### src/rtl/sid_filter_mixer_mc_pkg.sv
// Shared definitions for the multi-voice SID filter/mixer: FSM states,
// Q-format shift constants and a width-parametrised signed saturator.
package sid_filter_mixer_mc_pkg;

    typedef enum logic [2:0] {
        ST_IDLE  = 3'd0,
        ST_ACCUM = 3'd1,
        ST_LP    = 3'd2,
        ST_HP    = 3'd3,
        ST_BP    = 3'd4,
        ST_MIX   = 3'd5,
        ST_OUT   = 3'd6
    } state_e;

    localparam int F_FRAC    = 16;
    localparam int Q_FRAC    = 12;
    localparam int VOL_UNITY = 16;
    localparam int VOL_SHIFT = $clog2(VOL_UNITY);

    // Clamp a wide signed value into the signed range of 'width' bits.
    function automatic logic signed [63:0] sat_signed(input logic signed [63:0] value,
                                                      input int               width);
        logic signed [63:0] hi_v;
        logic signed [63:0] lo_v;
        logic signed [63:0] res_v;
        hi_v = (64'sd1 <<< (width - 1)) - 64'sd1;
        lo_v = -(64'sd1 <<< (width - 1));
        if (value > hi_v) begin
            res_v = hi_v;
        end else if (value < lo_v) begin
            res_v = lo_v;
        end else begin
            res_v = value;
        end
        return res_v;
    endfunction

endpackage

### src/rtl/sid_filter_mixer_mc_svf_mac.sv
// Shared multiply-accumulate for the state-variable filter:
// res = sat(acc +/- ((a * coef) >>> frac)), coef treated as unsigned.
module sid_filter_mixer_mc_svf_mac
    import sid_filter_mixer_mc_pkg::*;
#(
    parameter int FILTER_BDEPTH      = 16,
    parameter int FILTER_COEF_BDEPTH = 16,
    parameter int ACC_BDEPTH         = FILTER_BDEPTH + 2
) (
    input  logic signed [ACC_BDEPTH-1:0]         acc,
    input  logic signed [FILTER_BDEPTH-1:0]      a,
    input  logic        [FILTER_COEF_BDEPTH-1:0] coef,
    input  logic        [4:0]                    frac,
    input  logic                                 sub,
    output logic signed [FILTER_BDEPTH-1:0]      res
);

    localparam int PW = FILTER_BDEPTH + FILTER_COEF_BDEPTH + 1;

    logic signed [PW-1:0] prod_s;
    logic signed [PW-1:0] term_s;
    logic signed [63:0]   sum_s;

    // Single shared multiplier; the 64-bit sum cannot overflow before saturation.
    always_comb begin
        prod_s = PW'(a) * $signed(PW'({1'b0, coef}));
        term_s = prod_s >>> frac;
        if (sub) begin
            sum_s = 64'(acc) - 64'(term_s);
        end else begin
            sum_s = 64'(acc) + 64'(term_s);
        end
        res = FILTER_BDEPTH'(sat_signed(sum_s, FILTER_BDEPTH));
    end

endmodule

### src/rtl/sid_filter_mixer_mc.sv
// Time-multiplexed Chamberlin SVF plus voice mixer and master volume;
// one mono saturated sample per accepted strobe after CHANNELS+5 cycles.
module sid_filter_mixer_mc
    import sid_filter_mixer_mc_pkg::*;
#(
    parameter int CHANNELS           = 3,
    parameter int AUDIO_BDEPTH       = 8,
    parameter int FILTER_BDEPTH      = 16,
    parameter int FILTER_COEF_BDEPTH = 16,
    parameter int INPUT_GAIN_BITS    = 6
) (
    input  logic                             clk,
    input  logic                             rst_n,
    input  logic                             sample_strobe,
    input  logic [CHANNELS*AUDIO_BDEPTH-1:0] audio_in,
    input  logic [CHANNELS-1:0]              filt_route,
    input  logic [FILTER_COEF_BDEPTH-1:0]    f_coefficient,
    input  logic [FILTER_COEF_BDEPTH-1:0]    q_coefficient,
    input  logic                             en_lowpass,
    input  logic                             en_bandpass,
    input  logic                             en_highpass,
    input  logic [4:0]                       volume,
    output logic signed [AUDIO_BDEPTH-1:0]   audio_out,
    output logic                             out_valid,
    output logic                             busy,
    output logic                             overrun
);

    localparam int AB = AUDIO_BDEPTH;
    localparam int FB = FILTER_BDEPTH;
    localparam int CW = FILTER_COEF_BDEPTH;
    localparam int IW = (CHANNELS > 1) ? $clog2(CHANNELS) : 1;
    localparam int MW = FB + 4;
    localparam int AW = FB + 2;
    localparam int OW = MW + 6;
    localparam logic signed [MW-1:0] MIX_ZERO = '0;

    state_e                   state_r;
    state_e                   state_s;
    logic                     busy_r;
    logic                     overrun_r;
    logic                     out_valid_r;
    logic signed [AB-1:0]     audio_out_r;
    logic [CHANNELS*AB-1:0]   voices_r;
    logic [CHANNELS-1:0]      route_r;
    logic [CW-1:0]            f_r;
    logic [CW-1:0]            q_r;
    logic                     en_lp_r;
    logic                     en_bp_r;
    logic                     en_hp_r;
    logic [4:0]               vol_r;
    logic [IW-1:0]            ch_r;
    logic signed [FB-1:0]     fin_r;
    logic signed [FB-1:0]     lp_r;
    logic signed [FB-1:0]     bp_r;
    logic signed [FB-1:0]     hp_r;
    logic signed [MW-1:0]     byp_r;
    logic signed [MW-1:0]     mix_r;

    logic                     accum_s;
    logic                     lp_ld_s;
    logic                     hp_ld_s;
    logic                     bp_ld_s;
    logic                     mix_ld_s;
    logic                     out_ld_s;
    logic signed [AW-1:0]     mac_acc_s;
    logic signed [FB-1:0]     mac_a_s;
    logic [CW-1:0]            mac_coef_s;
    logic [4:0]               mac_frac_s;
    logic                     mac_sub_s;
    logic signed [FB-1:0]     mac_res_s;

    logic signed [AB-1:0]     voice_s;
    logic signed [FB-1:0]     gain_s;
    logic signed [FB-1:0]     fin_next_s;
    logic signed [MW-1:0]     byp_next_s;
    logic signed [MW-1:0]     mix_s;
    logic signed [OW-1:0]     scaled_s;
    logic signed [AB-1:0]     out_s;

    // State register; busy mirrors "next state is not idle" so it is registered.
    always_ff @(posedge clk or negedge rst_n) begin
        if (!rst_n) begin
            state_r <= ST_IDLE;
            busy_r  <= 1'b0;
        end else begin
            state_r <= state_s;
            busy_r  <= (state_s != ST_IDLE);
        end
    end

    // Next-state sequencing: per-channel accumulate, then LP, HP, BP, mix, output.
    always_comb begin
        state_s = state_r;
        case (state_r)
            ST_IDLE: begin
                if (sample_strobe) begin
                    state_s = ST_ACCUM;
                end else begin
                    state_s = ST_IDLE;
                end
            end
            ST_ACCUM: begin
                if (ch_r == IW'(CHANNELS - 1)) begin
                    state_s = ST_LP;
                end else begin
                    state_s = ST_ACCUM;
                end
            end
            ST_LP:   state_s = ST_HP;
            ST_HP:   state_s = ST_BP;
            ST_BP:   state_s = ST_MIX;
            ST_MIX:  state_s = ST_OUT;
            ST_OUT:  state_s = ST_IDLE;
            default: state_s = ST_IDLE;
        endcase
    end

    // Per-state datapath strobes and operand steering for the shared MAC.
    always_comb begin
        accum_s    = 1'b0;
        lp_ld_s    = 1'b0;
        hp_ld_s    = 1'b0;
        bp_ld_s    = 1'b0;
        mix_ld_s   = 1'b0;
        out_ld_s   = 1'b0;
        mac_acc_s  = '0;
        mac_a_s    = '0;
        mac_coef_s = '0;
        mac_frac_s = 5'd0;
        mac_sub_s  = 1'b0;
        case (state_r)
            ST_ACCUM: accum_s = 1'b1;
            ST_LP: begin
                lp_ld_s    = 1'b1;
                mac_acc_s  = AW'(lp_r);
                mac_a_s    = bp_r;
                mac_coef_s = f_r;
                mac_frac_s = 5'(F_FRAC);
            end
            ST_HP: begin
                hp_ld_s    = 1'b1;
                mac_acc_s  = AW'(fin_r) - AW'(lp_r);
                mac_a_s    = bp_r;
                mac_coef_s = q_r;
                mac_frac_s = 5'(Q_FRAC);
                mac_sub_s  = 1'b1;
            end
            ST_BP: begin
                bp_ld_s    = 1'b1;
                mac_acc_s  = AW'(bp_r);
                mac_a_s    = hp_r;
                mac_coef_s = f_r;
                mac_frac_s = 5'(F_FRAC);
            end
            ST_MIX:  mix_ld_s = 1'b1;
            ST_OUT:  out_ld_s = 1'b1;
            default: accum_s  = 1'b0;
        endcase
    end

    sid_filter_mixer_mc_svf_mac #(
        .FILTER_BDEPTH      (FB),
        .FILTER_COEF_BDEPTH (CW),
        .ACC_BDEPTH         (AW)
    ) u_mac (
        .acc  (mac_acc_s),
        .a    (mac_a_s),
        .coef (mac_coef_s),
        .frac (mac_frac_s),
        .sub  (mac_sub_s),
        .res  (mac_res_s)
    );

    // Voice gain-up, mix sum and final volume/saturation arithmetic.
    always_comb begin
        voice_s    = $signed(voices_r[ch_r*AB +: AB]);
        gain_s     = FB'(voice_s) <<< INPUT_GAIN_BITS;
        fin_next_s = FB'(sat_signed(64'(fin_r) + 64'(gain_s), FB));
        byp_next_s = byp_r + MW'(gain_s);
        mix_s      = byp_r
                   + (en_lp_r ? MW'(lp_r) : MIX_ZERO)
                   + (en_bp_r ? MW'(bp_r) : MIX_ZERO)
                   + (en_hp_r ? MW'(hp_r) : MIX_ZERO);
        scaled_s   = OW'(mix_r) * $signed(OW'({1'b0, vol_r}));
        out_s      = AB'(sat_signed(64'((scaled_s >>> VOL_SHIFT) >>> INPUT_GAIN_BITS), AB));
    end

    // Input capture on an accepted strobe plus all datapath register updates.
    always_ff @(posedge clk or negedge rst_n) begin
        if (!rst_n) begin
            voices_r    <= '0;
            route_r     <= '0;
            f_r         <= '0;
            q_r         <= '0;
            en_lp_r     <= 1'b0;
            en_bp_r     <= 1'b0;
            en_hp_r     <= 1'b0;
            vol_r       <= 5'd0;
            ch_r        <= '0;
            fin_r       <= '0;
            byp_r       <= '0;
            lp_r        <= '0;
            bp_r        <= '0;
            hp_r        <= '0;
            mix_r       <= '0;
            audio_out_r <= '0;
            out_valid_r <= 1'b0;
        end else begin
            out_valid_r <= 1'b0;
            if ((state_r == ST_IDLE) && sample_strobe) begin
                voices_r <= audio_in;
                route_r  <= filt_route;
                f_r      <= f_coefficient;
                q_r      <= q_coefficient;
                en_lp_r  <= en_lowpass;
                en_bp_r  <= en_bandpass;
                en_hp_r  <= en_highpass;
                vol_r    <= (volume > 5'(VOL_UNITY)) ? 5'(VOL_UNITY) : volume;
                ch_r     <= '0;
                fin_r    <= '0;
                byp_r    <= '0;
            end
            if (accum_s) begin
                ch_r <= ch_r + IW'(1);
                if (route_r[ch_r]) begin
                    fin_r <= fin_next_s;
                end else begin
                    byp_r <= byp_next_s;
                end
            end
            if (lp_ld_s) begin
                lp_r <= mac_res_s;
            end
            if (hp_ld_s) begin
                hp_r <= mac_res_s;
            end
            if (bp_ld_s) begin
                bp_r <= mac_res_s;
            end
            if (mix_ld_s) begin
                mix_r <= mix_s;
            end
            if (out_ld_s) begin
                audio_out_r <= out_s;
                out_valid_r <= 1'b1;
            end
        end
    end

    // Sticky flag for strobes that arrive while a sample is still in flight.
    always_ff @(posedge clk or negedge rst_n) begin
        if (!rst_n) begin
            overrun_r <= 1'b0;
        end else if (sample_strobe && (state_r != ST_IDLE)) begin
            overrun_r <= 1'b1;
        end else begin
            overrun_r <= overrun_r;
        end
    end

    assign audio_out = audio_out_r;
    assign out_valid = out_valid_r;
    assign busy      = busy_r;
    assign overrun   = overrun_r;

endmodule

### config.mk
export PLATFORM = sky130hd
export DESIGN_NAME = sid_filter_mixer_mc
export DESIGN_NICKNAME = d
export VERILOG_FILES = /design/src/rtl/sid_filter_mixer_mc_pkg.sv /design/src/rtl/sid_filter_mixer_mc_svf_mac.sv /design/src/rtl/sid_filter_mixer_mc.sv
export SDC_FILE = /design/constraint.sdc
export NUM_CORES = 1
export LEC_CHECK = 0
export BUFFER_PORTS_ARGS = -buffer_cell sky130_fd_sc_hd__buf_2
export CORE_MARGIN = 5
export CORE_UTILIZATION = 40
export DETAILED_ROUTE_END_ITERATION = 10
export GPL_ROUTABILITY_DRIVEN = 0
export REMOVE_ABC_BUFFERS = 1
export SLEW_MARGIN = 20
export SYNTH_ARGS = -nofsm -noshare
export SYNTH_HDL_FRONTEND = slang
export SYNTH_HIERARCHICAL = 1
export SYNTH_SLANG_ARGS = --single-unit
### constraint.sdc
create_clock -name clk -period 13 [get_ports clk]
set_input_delay 3.9 -clock clk [delete_from_list [all_inputs] [get_ports clk]]
set_output_delay 3.9 -clock clk [all_outputs]
set_load 0.01 [all_outputs]
# ---- Yosys cells after proc, flatten, opt, wreduce, memory -nomap -nowiden
# Cells that the tools add are included.
dict set report totals {
  out_inout_bits 11
  elab_cells 91
  ff_bits 187
  input_bits 70
}
dict set report op_classes {
  n_reduce_logical 8
  muxes 35
  add_sub_neg 9
  n_eq_ne 7
  shifts 2
  multipliers 2
  n_lt_le_gt_ge 8
}
# op count
set op_table {}
lappend op_table {{$mux 20} 6}
lappend op_table {{$mux 16} 7}
lappend op_table {{$gt 64x16->1 const B} 1}
lappend op_table {{$lt 64x16->1 const B} 1}
lappend op_table {{$mux 64} 1}
lappend op_table {{$pmux 16 s2} 2}
lappend op_table {{$add 20x20->20} 3}
lappend op_table {{$pmux 18 s3} 1}
lappend op_table {{$add 18x33->34} 1}
lappend op_table {{$sub 18x33->34} 1}
lappend op_table {{$mul 16x17->33} 1}
lappend op_table {{$sshr 33x5->33} 1}
lappend op_table {{$mul 20x6->26} 1}
lappend op_table {{$shiftx 24x6->8} 1}
lappend op_table {{$add 20x14->20} 1}
lappend op_table {{$pmux 3 s6} 1}
lappend op_table {{$add 16x14->17} 1}
lappend op_table {{$gt 17x16->1 const B} 1}
lappend op_table {{$lt 17x16->1 const B} 1}
lappend op_table {{$sub 16x16->17} 1}
lappend op_table {{$gt 16x8->1 const B} 1}
lappend op_table {{$lt 16x8->1 const B} 1}
lappend op_table {{$mux 8} 2}
lappend op_table {{$pmux 5 s2} 1}
lappend op_table {{other kinds (16)} 32}

# ---- Longest topological paths before layout
dict set report depth {
  word_depth 10
  depth_mapped 60
  ltp_nobuf 53
}

# ---- Cells and area by module
# Netlist, hierarchy kept.
# mod cells_each area_each_um2 seq_area_each_um2 instances
set modules_own_cells {}
lappend modules_own_cells {sid_filter_mixer_mc_svf_mac 2005 15347.2 0.0 1}
lappend modules_own_cells {sid_filter_mixer_mc 1624 14635.3 4679.5 1}

# ---- Worst setup path after synthesis
# No wires, ideal clock.
dict set report synth_timing {
  path_type {register -> register}
  startpoint {reg state_r[1]}
  endpoint {reg bp_r[5]}
  setup_time_ps 125
  synth_period_minus_slack_ps 12966
  arrival_ps 12841
  required_time_ps 12875
  path_slack_ps 34
  n_path_buf 7
  stages_incl_launch_ff 54
  cell_sequence {dfrtp_1 > clkbuf_1 > nand2_1 > nor2_1 > or2_2 > clkbuf_1 > clkbuf_1 > a22o_1 > clkbuf_1 > and2_1 > fa_1 > inv_1 > fa_1 > fa_1 > fa_1 > fa_1 > inv_1 > fa_1 > [... 18 more ...] > clkbuf_1 > a21oi_1 > o21ai_0 > o221ai_1 > nand2_1 > a21oi_1 > o31ai_1 > a41oi_1 > a21boi_0 > nor4_1 > a311oi_1 > nor3_1 > nor4_1 > o211a_2 > o21ai_2 > buf_4 > a21o_1 > mux2_2}
}
dict set report synth_via {
  word_cells_on_any_way 20
  classes_between {2 x add/sub; 1 x mul; 2 x order compare; 3 x eq/ne; 1 x shift; 9 x mux; 2 x reduce/logical}
}
# element line_no
set synth_rtl {}
lappend synth_rtl {{start: declaration} sid_filter_mixer_mc.sv:38} ;# state_e state_r;
lappend synth_rtl {{start signal: assignment} sid_filter_mixer_mc.sv:87} ;# state_r <= state_s;
lappend synth_rtl {{$eq 3x3->1 or $eq 3x2->1 (tied branches)} sid_filter_mixer_mc.sv:132} ;# case (state_r)
lappend synth_rtl {{$reduce_or 2->1 (no line)} --}
lappend synth_rtl {{$pmux 5 s2 (*)} sid_filter_mixer_mc.sv:132}
lappend synth_rtl {{via mac_frac_s[4]} sid_filter_mixer_mc.sv:69} ;# logic [4:0] mac_frac_s;
lappend synth_rtl {{$sshr 33x5->33 (*)} sid_filter_mixer_mc_svf_mac.sv:27} ;# term_s = prod_s >>> frac;
lappend synth_rtl {{$add 18x33->34 or $sub 18x33->34 (tied branches)} {sid_filter_mixer_mc_svf_mac.sv:31, sid_filter_mixer_mc_svf_mac.sv:29}}
lappend synth_rtl {{$mux 64 (*)} sid_filter_mixer_mc_svf_mac.sv:28} ;# if (sub) begin
lappend synth_rtl {{$lt 64x16->1} sid_filter_mixer_mc_pkg.sv:30} ;# end else if (value < lo_v) begin
lappend synth_rtl {{$mux 16} sid_filter_mixer_mc_pkg.sv:30}
lappend synth_rtl {{$mux 16 (*)} sid_filter_mixer_mc_pkg.sv:28} ;# if (value > hi_v) begin
lappend synth_rtl {{via mac_res_s[5]} sid_filter_mixer_mc.sv:71} ;# logic signed [FB-1:0] mac_res_s;
lappend synth_rtl {{end signal: assignment} sid_filter_mixer_mc.sv:239} ;# bp_r <= mac_res_s;
lappend synth_rtl {{end: declaration} sid_filter_mixer_mc.sv:55} ;# logic signed [FB-1:0] bp_r;
# The timed path passes the listed nets; every way through them passes the cells marked *.
# A chain may end at the register's enable or synchronous reset.

# ---- Worst setup path after layout
dict set report layout_timing {
  startpoint {reg state_r[2]}
  endpoint {reg bp_r[0]}
}
dict set report layout_via {
  elab_chain_cells 10
  word_cells_on_any_way 20
  classes_between {2 x add/sub; 1 x mul; 2 x order compare; 3 x eq/ne; 1 x shift; 9 x mux; 2 x reduce/logical}
}
# element line_no
set layout_rtl {}
lappend layout_rtl {{$eq 3x3->1 or $eq 3x2->1 (tied branches)} sid_filter_mixer_mc.sv:132}
lappend layout_rtl {{$reduce_or 2->1 (no line)} --}
lappend layout_rtl {{$pmux 16 s2 (*)} sid_filter_mixer_mc.sv:132}
lappend layout_rtl {{via mac_coef_s[7]} sid_filter_mixer_mc.sv:68} ;# logic [CW-1:0] mac_coef_s;
lappend layout_rtl {{$mul 16x17->33 (*)} sid_filter_mixer_mc_svf_mac.sv:26} ;# prod_s = PW'(a) * $signed(PW'({1'b0, coef}));
lappend layout_rtl {{$sshr 33x5->33 (*)} sid_filter_mixer_mc_svf_mac.sv:27}
lappend layout_rtl {{$add 18x33->34 or $sub 18x33->34 (tied branches)} {sid_filter_mixer_mc_svf_mac.sv:31, sid_filter_mixer_mc_svf_mac.sv:29}}
lappend layout_rtl {{$mux 64 (*)} sid_filter_mixer_mc_svf_mac.sv:28}
lappend layout_rtl {{$lt 64x16->1} sid_filter_mixer_mc_pkg.sv:30}
lappend layout_rtl {{$mux 16} sid_filter_mixer_mc_pkg.sv:30}
lappend layout_rtl {{$mux 16 (*)} sid_filter_mixer_mc_pkg.sv:28}
lappend layout_rtl {{via mac_res_s[0]} sid_filter_mixer_mc.sv:71}
# Marks and branches as above.

==> impl_summary.log <==
INFO  metric yosysUniqueCellTypes = about 110
INFO  metric track_usage = 0.2091
INFO  metric areaGrowthSynthToFinish = 10.42%
INFO  metric grt_overflow = 0
INFO  metric global_route_wire_length_before_repair = roughly 140 mm
INFO  metric postSynthCellCount = roughly 3,600
INFO  metric layout_common_cells = nand2_1 (556), inv_1 (418), and2_1 (304)
INFO  metric synth_area_leaders = fa_1 (20%), dfrtp_1 (16%), ha_1 (11%), nand2_1 (7.0%), and2_1 (6.4%)
INFO  metric cp-end-kind = flop
INFO  metric cp.arrival = approximately 13,000 ps
INFO  metric num_vias = roughly 26,000
INFO  metric cts_buffers = 17
INFO  metric synth-edff-count = 0
INFO  metric final_min_period_over_clock_period = 0.9609
INFO  metric multiInputGateArea = approximately 23,000 um^2
INFO  metric drt_pass1_iterations = 7
INFO  metric grt_start_max_net_pins = 118
INFO  metric r2r_setup_slack = about 510 ps
INFO  metric final_core_utilization = 0.4447
INFO  metric tightest_slew = ~1100 ps
INFO  metric timing.hold.worst.start = voices_r[2]$_DFFE_PN0P_
INFO  metric dpl.hpwl = about 68 mm
INFO  metric diodes = 0
INFO  metric detailedRoute.firstIterationViolations = roughly 2,200
INFO  metric mappedNetlistArea = approximately 30,000 um^2
INFO  metric timing.critical_path.from = state_r[2]$_DFF_PN0_
INFO  metric die_area = slightly above 80,000 um^2
INFO  metric start_util = 0.4027
INFO  metric first_global_vias = roughly 25,000
INFO  metric layout_commonest_cell = nand2_1
INFO  metric hold_path_class = flop to flop
INFO  metric seq_area = around 4700 um^2
INFO  metric max-cap-violations = 0
INFO  metric reg2reg_from = state_r[2]$_DFF_PN0_
INFO  metric fraction_of_layout_instances_using_a_drive_strength_above_1 = 0.1123
INFO  metric asyncSetResetFlopFracSynth = 1.000
INFO  metric clk-insertion-delay-late = roughly 470 ps
INFO  metric worst-setup-path-type = flop to flop
INFO  metric slew_viol_final = 0
INFO  metric die_width = ~280 um
INFO  metric finish.net_count = ~4,300
INFO  metric cp_slowest_cell = fa_1
INFO  metric detail_route.wirelength = around 86 mm
INFO  metric cts_root_buffer = clkbuf_16
INFO  metric cts_sinks = 187
INFO  metric n_fill_cell = between 7,000 and 8,000
INFO  metric final.min_clock_period = 12,490 ps
INFO  metric timing.fmax = 80.05 MHz
INFO  metric clk_pin_slew = 100 ps
INFO  metric timing.critical_path.to = bp_r[0]$_DFFE_PN0N_
INFO  metric status = completed
INFO  metric r2r-end = bp_r[0]$_DFFE_PN0N_
INFO  metric synth.yosys.warnings = 6
INFO  metric critical_path.max_stage_delay = around 540 ps
INFO  metric num_io_pins = 81
INFO  metric cts_hold_repair.buffers = 0
INFO  metric drtAntennaViolNets = 0
INFO  metric wire_per_inst = 18.32 um
INFO  metric cp_data_required_time = around 13,000 ps
INFO  metric detail_route.drc_violations = 0
INFO  metric drt-vias-per-instance = ~5.5
INFO  metric reg2reg_depth = 52
INFO  metric finClkSkew = approximately 20 ps
INFO  metric io_buffers = 80
INFO  metric crit_path_start_kind = flop
INFO  metric chipHeight = roughly 280 um
INFO  metric final_number_of_hold_violating_endpoints = 0
INFO  metric netlist.top_cell.by_area = fa_1
INFO  metric timing.critical_path.fanout_max = 15
INFO  metric timing.max_slew.rel_slack = 0.2793
INFO  metric synth_flop_cell = dfrtp_1
INFO  metric rows = 100
INFO  metric grt_antenna_before_repair = 1
INFO  metric clock_path_buffers = 2
INFO  metric floorplan.core_area = between 70,000 and 80,000 um^2
INFO  metric critical-path-top-cell-by-count = fa_1
INFO  metric synth-seq-area-share = 0.1561
INFO  metric post-route-worst-setup-slack = a little over 500 ps
INFO  metric postSynthRegisterBits = about 190
INFO  metric cts_htree_levels = 4
INFO  metric post-place-ws = -21.54 ps
INFO  metric avgSynthCellArea = 8.262 um^2
INFO  metric yosys.area.top_type_share = 0.1976
INFO  metric cts_tree = built
INFO  metric number_of_setup_violations_in_the_final_report = 0
-- cell type report --
cell class / count / share of cell area
clock buffers: 17 / 0.01285
clock inverters: 15 / 0.006538
inverters: 420 / 0.04769
multi-input cells: 2862 / 0.7051
flip-flops and latches: 187 / 0.1413
well taps: 969 / 0.03662
repair buffers: 222 / 0.04989
-- Yosys cell counts (all sizes together) (33+ instances only) --
cell    number
fa         296
clkbuf     139
o211ai      40
a22o        34
nand3       71
dfrtp      187
nor2       186
o21ai      161
xor2        60
xnor2       75
inv        419
mux2i       33
a21o        58
nor3        50
nand2      558
ha         261
a21oi      149
and2       306
-- state kept, by name, indices dropped and copies added, names as in the netlist --
| register | cells |
|---|---|
| out_valid | 1 |
| vol_r | 5 |
| f_r | 16 |
| en_lp_r | 1 |
| voices_r | 24 |
| route_r | 3 |
| bp_r | 16 |
| mix_r | 20 |
| lp_r | 16 |
| en_bp_r | 1 |
| state_r | 3 |
| en_hp_r | 1 |
| hp_r | 16 |
| q_r | 16 |
| busy | 1 |
| audio_out | 8 |
| ch_r | 2 |
| byp_r | 20 |
| fin_r | 16 |
| overrun | 1 |
-- worst max-delay path: cells and delay by family (launching register included) --
family          cells  cell delay (ps)
compound gates     13             3100
xor+xnor            2              270
fa+ha+maj           9             3970
buf+inv            10             1330
flops               1              440
mux                 2              550
simple gates       16             2690
-- cell families after synthesis --
logic type / after synthesis / share of synthesized area
AND/OR/NAND/NOR: 1347 / 0.2172
AO/OA/AOI/OAI: 747 / 0.1773
buffers and inverters: 588 / 0.07537
adder cells (fa/ha/maj): 557 / 0.3066
flip-flops: 187 / 0.1561
XOR/XNOR: 135 / 0.03944
multiplexers: 67 / 0.02792
other: 1 / 0.0001251
-- per-layer routing --
metal | track usage | wire length [um] | vias to the layer above
met1 | 0.3080 | 40670 | 12717
met2 | 0.3297 | 38260 | 789
li1 | - | - | 12399
met5 | 0 | 7 | -
met3 | 0.02659 | 5201 | 119
met4 | 0.04673 | 1846 | 2
-- worst min-delay path by stage --
stage                                          to  slack (ps)  cells after the start
after floorplan            route_r[0]$_DFFE_PN0P_         440                      2
after global placement        overrun$_DFFE_PN0P_         460                      1
after detailed placement      overrun$_DFFE_PN0P_         460                      1
after CTS                  route_r[2]$_DFFE_PN0P_         490                      2
after global routing           q_r[0]$_DFFE_PN0P_         510                      2
final                     voices_r[2]$_DFFE_PN0P_         480                      2
-- metrics by stage --
step                      std cells  area [um^2]  hold slack, ps  TNS (ps)
final                          4692        33110           480.9         0
after global routing           4692        33110           505.1    -16.42
after CTS                      4683        32780           486.3         0
after detailed placement       4650        32110           460.1    -214.4
after global placement         4650        32100           458.4         0
after floorplan                3469        29330           445.0   -142140
-- repair_timing --
action / CTS / global route
pin swaps: 0 / 12
cloned: 0 / 1
buffers inserted: 1 / 8
setup endpoints to repair: 45 / 48
gates resized for setup: 4 / 71
Power is left out: the tool's default activity adds up to more than one toggle a clock period on the data nets, which glitch-free logic cannot reach.
